[src/rtl/reg_dump_if.sv]
// reg_dump_if: byte stream valid/ready channel from the dump engine to the transmitter
interface reg_dump_if;
    logic [7:0] tx_data;
    logic       tx_valid;
    logic       tx_ready;
    modport master (output tx_data, tx_valid, input tx_ready);
    modport slave  (input tx_data, tx_valid, output tx_ready);
endinterface

[src/rtl/reg_dump.sv]
// reg_dump: stalls the core, reads every register through a spare port and streams it out as bytes
module reg_dump #(
    parameter int          bits = 16,
    parameter int          N    = 3,
    parameter logic [7:0]  HDR  = 8'hA5
) (
    input  logic            clk,
    input  logic            rst,
    input  logic            start,
    output logic            halt,
    input  logic            halted,
    output logic [N-1:0]    RA,
    input  logic [bits-1:0] RD,
    reg_dump_if.master      tx,
    output logic            busy,
    output logic            done
);
    localparam int CW = $clog2(bits / 8 + 1);
    typedef enum logic [2:0] {IDLE, HALT_WAIT, HEADER, LOAD, SEND, DONE} state_t;
    state_t          state, state_n;
    logic [N-1:0]    idx, idx_n;
    logic [bits-1:0] shift, shift_n;
    logic [CW-1:0]   cnt, cnt_n;
    logic            fire;
    assign fire = tx.tx_valid & tx.tx_ready;
    // next state, register index, byte shifter and byte count
    always_comb begin
        state_n = state;
        idx_n   = idx;
        shift_n = shift;
        cnt_n   = cnt;
        case (state)
            IDLE:      state_n = start ? HALT_WAIT : IDLE;
            HALT_WAIT: state_n = halted ? HEADER : HALT_WAIT;
            HEADER: if (fire) begin
                idx_n   = '0;
                state_n = LOAD;
            end
            LOAD: begin
                shift_n = RD;
                cnt_n   = CW'(bits / 8);
                state_n = SEND;
            end
            SEND: if (fire) begin
                shift_n = shift << 8;
                cnt_n   = cnt - CW'(1);
                if (cnt == CW'(1)) begin
                    state_n = &idx ? DONE : LOAD;
                    idx_n   = &idx ? idx : idx + N'(1);
                end
            end
            DONE: begin
                idx_n   = '0;
                state_n = IDLE;
            end
            default: state_n = IDLE;
        endcase
    end
    // state and outputs, all registered from the next-state values
    always_ff @(posedge clk) begin
        if (rst) begin
            state       <= IDLE;
            idx         <= '0;
            shift       <= '0;
            cnt         <= '0;
            halt        <= 1'b0;
            busy        <= 1'b0;
            done        <= 1'b0;
            tx.tx_valid <= 1'b0;
            tx.tx_data  <= '0;
            RA          <= '0;
        end else begin
            state       <= state_n;
            idx         <= idx_n;
            shift       <= shift_n;
            cnt         <= cnt_n;
            halt        <= state_n inside {HALT_WAIT, HEADER, LOAD, SEND};
            busy        <= state_n != IDLE;
            done        <= state_n == DONE;
            tx.tx_valid <= state_n == HEADER || state_n == SEND;
            tx.tx_data  <= state_n == HEADER ? HDR : state_n == SEND ? shift_n[bits-1 -: 8] : tx.tx_data;
            RA          <= idx_n;
        end
    end
endmodule

[src/flat_wrapper.sv]
// flat-port wrapper written by rule: the top's interface ports become plain ports
module reg_dump_flat 
#(
    parameter int          bits = 16,
    parameter int          N    = 3,
    parameter logic [7:0]  HDR  = 8'hA5
)
  (clk, rst, start, halt, halted, RA, RD, busy, done, tx_tx_data, tx_tx_valid, tx_tx_ready);
  reg_dump_if tx_i ();
  input  logic clk;
  input  logic rst;
  input  logic start;
  output logic halt;
  input  logic halted;
  output logic [N-1:0] RA;
  input  logic [bits-1:0] RD;
  output logic busy;
  output logic done;
  output wire logic [$bits(tx_i.tx_data)-1:0] tx_tx_data;
  output wire logic [$bits(tx_i.tx_valid)-1:0] tx_tx_valid;
  input wire logic [$bits(tx_i.tx_ready)-1:0] tx_tx_ready;
  assign tx_tx_data = tx_i.tx_data;
  assign tx_tx_valid = tx_i.tx_valid;
  assign tx_i.tx_ready = tx_tx_ready;
  reg_dump #(.bits(bits), .N(N), .HDR(HDR)) u_core (.clk(clk), .rst(rst), .start(start), .halt(halt), .halted(halted), .RA(RA), .RD(RD), .tx(tx_i), .busy(busy), .done(done));
endmodule
[config.mk]
export PLATFORM = sky130hd
export DESIGN_NAME = reg_dump_flat
export DESIGN_NICKNAME = d
export VERILOG_FILES = /design/src/rtl/reg_dump_if.sv /design/src/rtl/reg_dump.sv /design/src/flat_wrapper.sv
export SDC_FILE = /design/constraint.sdc
export NUM_CORES = 1
export LEC_CHECK = 0
export ABC_AREA = 1
export CAP_MARGIN = 20
export CORE_ASPECT_RATIO = 0.7
export CORE_MARGIN = 4
export CORE_UTILIZATION = 45
export DETAILED_ROUTE_END_ITERATION = 10
export PLACE_DENSITY = 0.84
export SKIP_CTS_REPAIR_TIMING = 1
export SYNTH_ARGS = -nofsm -noshare
export SYNTH_HDL_FRONTEND = slang
export SYNTH_SLANG_ARGS = --single-unit
[constraint.sdc]
create_clock -name clk -period 1.58 [get_ports clk]
set_input_delay 0.316 -clock clk [delete_from_list [all_inputs] [get_ports clk]]
set_output_delay 0.316 -clock clk [all_outputs]
set_load 0.05 [all_outputs]
Yosys cells after proc, flatten, opt, wreduce, memory -nomap -nowiden
Index checks and enable logic that the tools add are counted.

operators by class
  muxes and demuxes = 18
  div/mod/pow operators = 0
  reductions and logical operators = 11
  order comparisons = 0
  add/sub/neg operators = 2
  bitwise logic cells = 1
  multiply operators = 0
  shifts and indexed selects = 0
  eq/ne operators = 15

operators by type and width
  operator                                                            number
  16-bit one-hot mux with 2 select lines                              1
  3-bit 2-to-1 mux                                                    8
  16-bit 2-to-1 mux                                                   1
  8-bit 2-to-1 mux                                                    2
  3-bit one-hot mux with 5 select lines                               1
  3-bit by 2-bit == test with 1-bit output, second input constant     4
  3-bit == test, second input constant                                4
  3-bit one-hot mux with 3 select lines                               1
  3-bit by 1-bit == test with 1-bit output, second input constant     2
  2-bit by 1-bit != test with 1-bit output, second input constant     3
  3-bit nonzero test                                                  2
  5-bit AND reduction                                                 1
  2-bit 2-to-1 mux                                                    2
  2-bit one-hot mux with 2 select lines                               1
  2-bit nonzero test                                                  2
  4-bit nonzero test                                                  1
  3-bit by 1-bit adder with 3-bit output, second input constant       1
  3-bit logical NOT                                                   1
  3-bit AND reduction                                                 1
  2-bit by 1-bit == test with 1-bit output, second input constant     1
  2-bit != test, second input constant                                1
  2-bit AND reduction                                                 1
  2-bit OR reduction                                                  1
  2-bit by 1-bit subtractor with 2-bit output, second input constant  1
  other kinds (3)                                                     3

storage, ports and cells
  register bits = 36
  input bits = 21
  memories kept = 0
  memory bits (read-only) = 0
  memory bits (writable) = 0
  latch bits = 0

Longest topological paths before layout
  word-level depth = 8
  mapped depth = 11
  mapped depth without buffers = 11

Worst setup path before layout
Ideal clock, no wire load.

  path kind = register to register
  start = reg u_core.idx[0]
  end = reg u_core.tx.tx_data[2]
  arrival time = 1.685 ns
  stages on the path, launching flop included = 12
  setup time = 0.110 ns
  slack = -0.214 ns
  cell sequence = dfxtp_1 -> ha_1 -> ha_1 -> inv_1 -> nand4_1 -> nand2_1 -> nand2_1 -> nand2_2 -> o21ai_2 -> nand2_1 -> inv_1 -> nor2_2

on the way
  word-level cells in the longest chain between the ends = 7
  elaborated cells on any way between the ends = 9
  classes of those cells = eq/ne: 2; mux: 5; reduce/logical: 2

ends and longest elaborated chain
  element                                                                    line              text
  start: declaration                                                         reg_dump.sv:21    logic [N-1:0] idx, idx_n;
  start signal: assignment                                                   reg_dump.sv:74    idx <= idx_n;
  3-bit AND reduction *                                                      reg_dump.sv:48    state_n = &idx ? DONE : LOAD;
  3-bit 2-to-1 mux *                                                         reg_dump.sv:48
  3-bit 2-to-1 mux *                                                         reg_dump.sv:47    if (cnt == CW'(1)) begin
  3-bit 2-to-1 mux *                                                         reg_dump.sv:44    SEND: if (fire) begin
  3-bit one-hot mux with 5 select lines *                                    reg_dump.sv:32    case (state)
  3-bit by 2-bit == test with 1-bit output or 3-bit == test (tied branches)  reg_dump.sv:81    tx.tx_data <= state_n == HEADER ? HDR : state_n == SEND ? shift_n[bits-1 -: 8] : tx.tx_data;
  8-bit 2-to-1 mux or 2-bit nonzero test (tied branches)                     n/a
  end signal: assignment                                                     reg_dump.sv:81
  end: declaration                                                           reg_dump_if.sv:6  modport master (output tx_data, tx_valid, input tx_ready);

Mark *: on every way between the ends. The rest lies on a longest branch, timed or not.
A chain may end at the register's enable or synchronous reset.

Worst setup path in the final report
  start = reg u_core.idx[1]
  end = reg u_core.tx.tx_data[7]

The elaborated chain is that of the path after synthesis.

==> summary.txt <==
Status
  • Status: complete, but fails checks
  • Violated checks: negative setup slack

Floorplan
  • # rows: 18
  • Full die area: 5090 µm²
  • Initial core utilization: 49.0%
  • I/O Pins: 36
  • DIE HEIGHT: 60.9 µm
  • Die Wd: 83.6 µm
  • Core footprint: 3670 µm²

Pwr
  • Final Total Pwr: 2.06 mW
  • PD cells: 821 nW/µm²
  • Leak pwr: 1.11 nW
  • Peak VDD IR: 0.000478 V

Timing
  • Worst slew margin: 75.6%
  • Pins Over Slew Limit: 0
  • Setup ws final: -0.0135 ns
  • Slew @ Worst Pin: 0.365 ns
  • Minimum clock period after layout: 1.59 ns
  • Fmax: 628 MHz
  • # setup viols final: 2
  • Worst Skew: 0.0102 ns
  • Part of the cycle the worst path needs: 101%
  • RSZ-0062 raised after global routing: true
  • Final Hold Violating Endpoints: 0

Synth
  • Syn nets: 288
  • Synth Register Bits: 36
  • Ys flop type: dfxtp_1
  • Post-synth cell types: 32
  • Post-synthesis average cell area: 6.81 µm²
  • Sequential fraction of the synthesis area: 40.1%
  • Post-synth ARST share: 0%
  • Yosys warnings: 0
  • Mapped cell area: 1800 µm²
  • Number of flops mapped to enable cells by yosys: 0
  • Mapped Cells: 264

GRT
  • Vias in the first global route: 1576
  • Total GRT Usage: 17.6%
  • Largest net degree at the start of global routing: 18
  • First-pass GRT wire length: 6980 µm
  • Grt ovf: 0
  • Initial antenna violation count: 0

Worst setup path
  • Setup CP Type: flop to flop
  • CP max stage delay: 0.36 ns
  • Worst-path maximum fanout: 6
  • Crit path launch type: flop
  • CP delay by family, top: simple AND/OR/NAND/NOR gates
  • CP endpoint kind: flop
  • Cells along the critical path: ha_4 -> ha_4 -> inv_2 -> nand4_1 -> nand2_2 -> nand2_2 -> nand2_4 -> nor2_4 -> nand3_2 -> nand2_1 -> nor2_1
  • Worst EP required: 1.78 ns
  • Buf+Inv Stages, Crit Path: 1
  • Worst path slowest cell: dfxtp_2
  • Arr. time, crit path: 1.79 ns

Clock tree
  • Clk root buf: clkbuf_8
  • Worst-skew pair later-pin latency: 0.30 ns
  • CTS max path bufs: 2
  • CTS tree: built
  • H-tree levels: 2
  • Reg clk slew, reported paths: 0.07 ns
  • CTS buffer count: 5
  • Clock sink count: 36

Finish
  • Layout Cells excl Fill: 364
  • Layout cell share with drive strength beyond 1: 26.1%
  • Nets: 337
  • P&R area growth vs syn: 39.3%
  • N_diodes: 0

Detailed routing
  • Drt pass-1 iters: 4
  • Residual DRC: 0
  • Routed Antenna Nets: 0
  • Vias/cell: 4.78
  • Initial DRC count: 61
  • Wirelength, routed: 4250 µm
  • DR WL/cell: 11.7 µm
  • Via count: 1739

Place
  • DP Cell Count: 355
  • Routability cong.: 0.848
  • Hpwl dp: 3080 µm
  • Port bufs: 35

Flow run
  • Max-cap violations: 0

Min path
  • Hold Crit Class: flop to flop
==> through the flow <==
step / utilization, % / worst slack, ns / TNS (ns) / instance area [µm²] / hold WS (ns)
after global placement: 62.3 / -0.206 / -2.58 / 2290 / 0.451
after CTS: 64.7 / -0.0567 / -0.294 / 2380 / 0.467
final: 68.2 / -0.0135 / -0.0154 / 2500 / 0.469
after floorplan: - / -0.00845 / -0.0180 / 1810 / 0.395
after global routing: 68.2 / -0.123 / -0.878 / 2500 / 0.482
after detailed placement: 62.3 / -0.270 / -3.53 / 2290 / 0.459
==> layout make-up <==
class / instances / area, µm²
repair buffers: 48 / 470
inverters: 35 / 134
flip-flops and latches: 36 / 732
multi-input cells: 187 / 1020
fillers: 318 / 1170
well taps: 50 / 62.6
clock buffers: 8 / 90.1
==> logic make-up (layout without fill, tap and decap cells) <==
group,count (synthesis),after routing,share of synthesized area (%)
flops,36,36,40.1
fa+ha+maj,3,3,2.09
simple gates,161,161,40.4
buf+inv,41,91,9.67
compound gates,23,23,7.72
==> power by group <==
| part | leakage [nW] | internal, mW | total [mW] | switching (mW) |
|---|---|---|---|---|
| Sequential | 0.295 | 0.943 | 0.970 | 0.0276 |
| Combinational | 0.765 | 0.163 | 0.409 | 0.246 |
| Clock | 0.0455 | 0.355 | 0.678 | 0.322 |
==> worst paths after layout <==
path	slack [ns]	startpoint	cells after the start	end
min reg2reg	0.47	u_core.shift[2]$_SDFFE_PP0P_	2	u_core.shift[2]$_SDFFE_PP0P_
max	-0.01	u_core.idx[1]$_SDFFE_PP0P_	11	u_core.tx.tx_data[7]$_SDFFE_PP0P_
min	0.47	u_core.shift[2]$_SDFFE_PP0P_	2	u_core.shift[2]$_SDFFE_PP0P_
max reg2reg	-0.01	u_core.idx[1]$_SDFFE_PP0P_	11	u_core.tx.tx_data[7]$_SDFFE_PP0P_
==> Yosys cell counts (3+ instances only) <==
library cell  count  area share [%]
nand2_1          89              19
nor2_4            3             1.9
inv_1            31             6.5
nor2_1           30             6.3
inv_2             3            0.63
dfxtp_1          36              40
nand3_1          16             4.5
a21oi_1          11             3.1
nor2_2            3             1.0
nand2_2           7             2.4
o21ai_0           5             1.4
ha_1              3             2.1
==> registers in the layout (all words and copies together) (netlist names) <==
name,cells
u_core.done,1
u_core.tx.tx_valid,1
u_core.idx,3
u_core.shift,16
u_core.cnt,2
u_core.halt,1
u_core.tx.tx_data,8
u_core.state,3
u_core.busy,1
==> tightest hold or removal path: cells and delay by family, from the launching register on <==
| family | cells | cell delay [ns] |
|---|---|---|
| and+or+nand+nor | 1 | 0.06 |
| DFF | 1 | 0.31 |
| AOI/OAI and AO/OA | 1 | 0.05 |
==> layer usage <==
layer / vias to the layer above / global-route usage, % / part of all wire, %
met3: 6 / 6.78 / 6.9
li1: 914 / - / -
met2: 47 / 29.0 / 45
met4: 0 / 5.50 / 1.2
met1: 772 / 21.9 / 47
met5: - / 0 / 0
==> placed cells by master, fill, tap and decap left out, drive strengths merged <==
cell / count
dlymetal6s2s: 1
nand2: 97
ha: 3
clkdlybuf4s50: 19
o211ai: 2
clkbuf: 8
clkinv: 1
nor2: 36
nand3b: 1
buf: 28
nand4: 2
nand3: 18
dfxtp: 36
inv: 34
a211oi: 1
nor3: 3
o211a: 1
a21oi: 13
o21ai: 6
or2: 4
Note: power is estimated with default switching activity, not from simulation.
